File: config.mk
export PLATFORM = sky130hd
export DESIGN_NAME = mem_wb_skid
export DESIGN_NICKNAME = d
export VERILOG_FILES = /design/src/rtl/mem_wb_skid.sv
export SDC_FILE = /design/constraint.sdc
export NUM_CORES = 1
export LEC_CHECK = 0
export BUFFER_PORTS_ARGS = -buffer_cell sky130_fd_sc_hd__buf_2
export CORE_MARGIN = 2
export CORE_UTILIZATION = 55
export CTS_CLUSTER_SIZE = 16
export DETAILED_ROUTE_END_ITERATION = 12
export PLACE_DENSITY = 0.8
export RECOVER_POWER = 25
export SLEW_MARGIN = 20
export SYNTH_ARGS = -nofsm -noshare
export SYNTH_HDL_FRONTEND = slang
export SYNTH_SLANG_ARGS = --single-unit
File: constraint.sdc
create_clock -name clk -period 8.08 [get_ports clk]
set_input_delay 1.616 -clock clk [delete_from_list [all_inputs] [get_ports clk]]
set_output_delay 1.616 -clock clk [all_outputs]
set_load 0.02 [all_outputs]
File: src/rtl/mem_wb_skid.sv
// rtl/mem_wb_skid.sv - MEM/WB pipeline register with 2-entry skid buffer, flush and stall counter
module mem_wb_skid #(
  parameter int DATA_W = 32,
  parameter int ADDR_W = 5,
  parameter int CNT_W  = 16
) (
  input  logic              clk,
  input  logic              rst,
  input  logic              flush,
  input  logic              in_valid,
  output logic              in_ready,
  input  logic              in_lwsrc,
  input  logic [ADDR_W-1:0] in_write_addr,
  input  logic              in_reg_write,
  input  logic [DATA_W-1:0] in_result,
  input  logic [DATA_W-1:0] in_dm_data,
  output logic              out_valid,
  input  logic              out_ready,
  output logic              out_lwsrc,
  output logic [ADDR_W-1:0] out_write_addr,
  output logic              out_reg_write,
  output logic [DATA_W-1:0] out_result,
  output logic [DATA_W-1:0] out_dm_data,
  output logic [DATA_W-1:0] out_wb_data,
  input  logic              clr_stats,
  output logic [CNT_W-1:0]  stall_cnt
);

  // Encoding chosen so bit 0 is the main valid and bit 1 the skid valid.
  typedef enum logic [1:0] {
    EMPTY = 2'b00,
    ONE   = 2'b01,
    FULL  = 2'b11
  } state_t;

  state_t state, state_nxt;

  logic              accept, send;
  logic              ld_main_in, ld_main_skid, ld_skid, clr_skid;
  logic              main_reg_write;
  logic              skid_lwsrc;
  logic [ADDR_W-1:0] skid_write_addr;
  logic              skid_reg_write;
  logic [DATA_W-1:0] skid_result;
  logic [DATA_W-1:0] skid_dm_data;

  assign out_valid = state[0];
  assign in_ready  = ~state[1];
  assign accept    = in_valid & in_ready;
  assign send      = out_valid & out_ready;

  always_ff @(posedge clk or posedge rst) begin
    if (rst) state <= EMPTY;
    else     state <= state_nxt;
  end

  always_comb begin
    state_nxt    = state;
    ld_main_in   = 1'b0;
    ld_main_skid = 1'b0;
    ld_skid      = 1'b0;
    clr_skid     = 1'b0;
    case (state)
      EMPTY: begin
        if (accept) begin
          state_nxt  = ONE;
          ld_main_in = 1'b1;
        end
      end
      ONE: begin
        if (accept && send) begin
          ld_main_in = 1'b1;
        end else if (accept) begin
          state_nxt = FULL;
          ld_skid   = 1'b1;
        end else if (send) begin
          state_nxt = EMPTY;
        end
      end
      FULL: begin
        if (send) begin
          state_nxt    = ONE;
          ld_main_skid = 1'b1;
          clr_skid     = 1'b1;
        end
      end
      default: state_nxt = EMPTY;
    endcase
    // Flush wins over any accept; a concurrent send has already been taken by WB.
    if (flush) begin
      state_nxt    = EMPTY;
      ld_main_in   = 1'b0;
      ld_main_skid = 1'b0;
      ld_skid      = 1'b0;
      clr_skid     = 1'b1;
    end
  end

  always_ff @(posedge clk or posedge rst) begin
    if (rst) begin
      out_lwsrc      <= 1'b0;
      out_write_addr <= '0;
      main_reg_write <= 1'b0;
      out_result     <= '0;
      out_dm_data    <= '0;
    end else if (ld_main_in) begin
      out_lwsrc      <= in_lwsrc;
      out_write_addr <= in_write_addr;
      main_reg_write <= in_reg_write;
      out_result     <= in_result;
      out_dm_data    <= in_dm_data;
    end else if (ld_main_skid) begin
      out_lwsrc      <= skid_lwsrc;
      out_write_addr <= skid_write_addr;
      main_reg_write <= skid_reg_write;
      out_result     <= skid_result;
      out_dm_data    <= skid_dm_data;
    end
  end

  always_ff @(posedge clk or posedge rst) begin
    if (rst) begin
      skid_lwsrc      <= 1'b0;
      skid_write_addr <= '0;
      skid_reg_write  <= 1'b0;
      skid_result     <= '0;
      skid_dm_data    <= '0;
    end else if (ld_skid) begin
      skid_lwsrc      <= in_lwsrc;
      skid_write_addr <= in_write_addr;
      skid_reg_write  <= in_reg_write;
      skid_result     <= in_result;
      skid_dm_data    <= in_dm_data;
    end else if (clr_skid) begin
      skid_lwsrc      <= 1'b0;
      skid_write_addr <= '0;
      skid_reg_write  <= 1'b0;
      skid_result     <= '0;
      skid_dm_data    <= '0;
    end
  end

  assign out_reg_write = main_reg_write & out_valid;
  assign out_wb_data   = out_lwsrc ? out_dm_data : out_result;

  always_ff @(posedge clk or posedge rst) begin
    if (rst)
      stall_cnt <= '0;
    else if (clr_stats)
      stall_cnt <= '0;
    else if (out_valid && !out_ready && stall_cnt != {CNT_W{1'b1}})
      stall_cnt <= stall_cnt + CNT_W'(1);
  end

endmodule

==> results.py <==
metrics = {
    "global_routing": {
        "antenna_found_initial": 0,
        "grt_pass1_vias": 5676,
        "grt_pass1_wl_um": 28700,
        "grt_max_degree": 111,
        "met1_usage": 0.338,
        "overflow": 0,
        "met3_usage": 0.0613,
        "grt_use_met2": 0.407,
        "grt_usage": 0.255,
        "grt_busiest_layer": "met2",
    },
    "clocking": {
        "clk_path_buf_depth": 2,
        "clk_latency_ns": 0.43,
        "cts_hold_buf": 0,
        "post_cts_resized": 0,
        "clkSinkCount": 160,
        "post-cts-setup-buffers": 0,
        "cts_max_level": 4,
        "cts_tree": "yes",
        "cts-root-buf": "clkbuf_16",
        "numCtsBuffers": 17,
        "clkSlewWorstSetupHoldPaths_ns": 0.06,
    },
    "outcome": {
        "violations": "max-capacitance violations, max-slew violations",
        "outcome": "finished with violations",
    },
    "worst_setup_path": {
        "cp-start-kind": "input pin",
        "crit_fanout": 83,
        "arrival_ns": 4.44,
        "critPathRequiredTime_ns": 8.50,
        "crit_path_end_kind": "asynchronous set/reset pin",
        "critPathKind": "input pin to asynchronous set/reset pin",
    },
    "synth": {
        "synthArstFlopShare": 1.00,
        "synth.cell_area_sq_um": 7200,
        "ys_seq_area_frac": 0.556,
        "synth_flop_cell": "dfrtp_1",
        "synth.most_common_cell": "dfrtp_1",
        "avgSynthCellArea_sq_um": 11.5,
        "yosysTopAreaCell": "dfrtp_1",
        "synth_warnings": 0,
        "synth.area.top_cells": "dfrtp_1 (56%), mux2i_1 (10%), a22o_1 (8.6%)",
        "synth.top_cell.area_share": 0.556,
        "synth_cell_type_count": 47,
        "syn_inst": 628,
        "synth_commonest_cells": "dfrtp_1 (160), nand2_1 (79), o21ai_0 (78)",
        "synth_edf_count": 0,
        "ys_seq_elements": 160,
        "synth_nets": 710,
    },
    "placement": {
        "dpl.hpwl_um": 11200,
        "portBuffers": 197,
        "gp_congestion": 0.790,
        "place_inst": 957,
        "place_area_sq_um": 8320,
    },
    "timing": {
        "rsz0062_at_grt": "no",
        "finalSetupViolations": 0,
        "tns_ns": 0,
        "fin_crit_ns": 4.03,
        "fin_skew_ns": 0.00786,
        "max_freq_mhz": 248,
        "tightest_slew_ns": 3.35,
        "final_hold_viol_count": 0,
        "hold_slack_ns": 0.497,
        "slew_headroom": -1.25,
        "maxSlewViolCount": 79,
        "finalCritPeriodShare": 0.498,
    },
    "routing": {
        "avgRoutedWirePerCell_um": 17.8,
        "viasPerCell": 5.90,
        "drt-total-wl_um": 17500,
        "vias": 5826,
        "drc": 0,
        "ant_nets": 0,
        "dr.pass1.iters": 5,
        "first_iter_violations": 497,
    },
    "floorplanning": {
        "dieArea_sq_um": 14000,
        "pin_count": 198,
        "num_rows": 41,
        "initial_core_util": 0.566,
        "die_w_um": 118,
        "coreArea_sq_um": 12700,
        "fp.dieH_um": 118,
    },
    "final_layout": {
        "syn_to_final_growth_pct": 24.1,
        "final_area_sq_um": 8940,
        "drive_above_1_share": 0.310,
        "antenna_cells": 0,
        "nNetsFinal": 886,
        "final.fill_count": 984,
        "instances_no_fill": 988,
    },
    "power_and_ir_drop": {
        "leakage_nw": 4.72,
        "power_density_nw_per_um2": 352,
        "peakVddDrop_v": 0.000213,
    },
    "hold_path": {
        "hold_class": "register to register",
    },
    "flow_run": {
        "drv_cap": 1,
    },
}
logic make-up after synthesis:
logic type / share of synthesized area
AOI/OAI and AO/OA: 0.174
adders and majority gates: 0.00869
buffers and inverters: 0.0278
DFF: 0.556
muxes: 0.152
and+or+nand+nor: 0.0815
stage by stage:
step,power [W],utilization,setup slack [ns]
detailed placement,0.00229,0.654,4.05
global placement,0.00226,0.654,4.15
finish,0.00315,0.702,4.05
CTS,0.00317,0.704,4.48
floorplan,0.00189,-,2.14
global route,0.00330,0.702,3.48
state kept, by name, summed over array words and instances, names as in the netlist:
name and cells:
out_lwsrc 1, skid_result 32, out_write_addr 5, out_dm_data 32, skid_dm_data 32, out_result 32, main_reg_write 1, skid_reg_write 1
skid_write_addr 5, state 2, skid_lwsrc 1, stall_cnt 16
worst max-delay path, cell delays in order:
cell        delay, ns
buf_2            0.10
clkinvlp_2       1.88
buf_6            0.71
final timing paths:
check / start / cells after the start / slack (ns) / to
max: rst / 3 / 4.05 / out_lwsrc
min: skid_result[5] / 1 / 0.50 / skid_result[5]
max reg2reg: state[0] / 5 / 4.85 / out_result[17]
min reg2reg: skid_result[5] / 1 / 0.50 / skid_result[5]
max in group clk: out_ready / 5 / 4.21 / out_result[17]
min in group asynchronous: rst / 2 / 2.17 / out_result[3]
cell usage in the layout, fill, tap and decap left out, types with 3 or more instances in the layout:
cell type	n
nand2_1	79
a22o_1	71
nor4_1	3
clkbuf_1	23
dfrtp_1	159
buf_2	176
o31ai_1	5
a31oi_1	4
a21oi_1	11
o21ai_0	78
mux2_2	32
nand3_1	5
bufinv_16	5
clkbuf_16	17
inv_1	5
nor2_1	3
or4_1	5
ha_1	5
nor3b_1	3
buf_4	6
mux2i_1	73
nand2b_1	3
report_power, final:
| part | internal [W] | switching [W] | leakage, nW |
|---|---|---|---|
| combinational | 0.000415 | 0.000655 | 2.31 |
| clock | 0.000562 | 0.000313 | 0.309 |
| sequential | 0.00100 | 0.000199 | 2.11 |
| total | 0.00198 | 0.00117 | 4.72 |
cell type report:
class                   instances  area [sq um]  area share
clock buffers                  21           460      0.0515
clock inverters                10           184      0.0206
inverters                       6          23.8     0.00266
multi-input cells             415          3030       0.339
flip-flops and latches        160          4010       0.448
well taps                     172           215      0.0241
repair buffers                204          1020       0.114
per-layer routing:
metal  routed length, um  vias to the layer above
met1                7430                     2915
met3                1080                       33
met2                8650                      215
li1                    -                     2663
met5                   0                        -
met4                 389                        0
No activity file was read; power rests on OpenSTA's default activity.
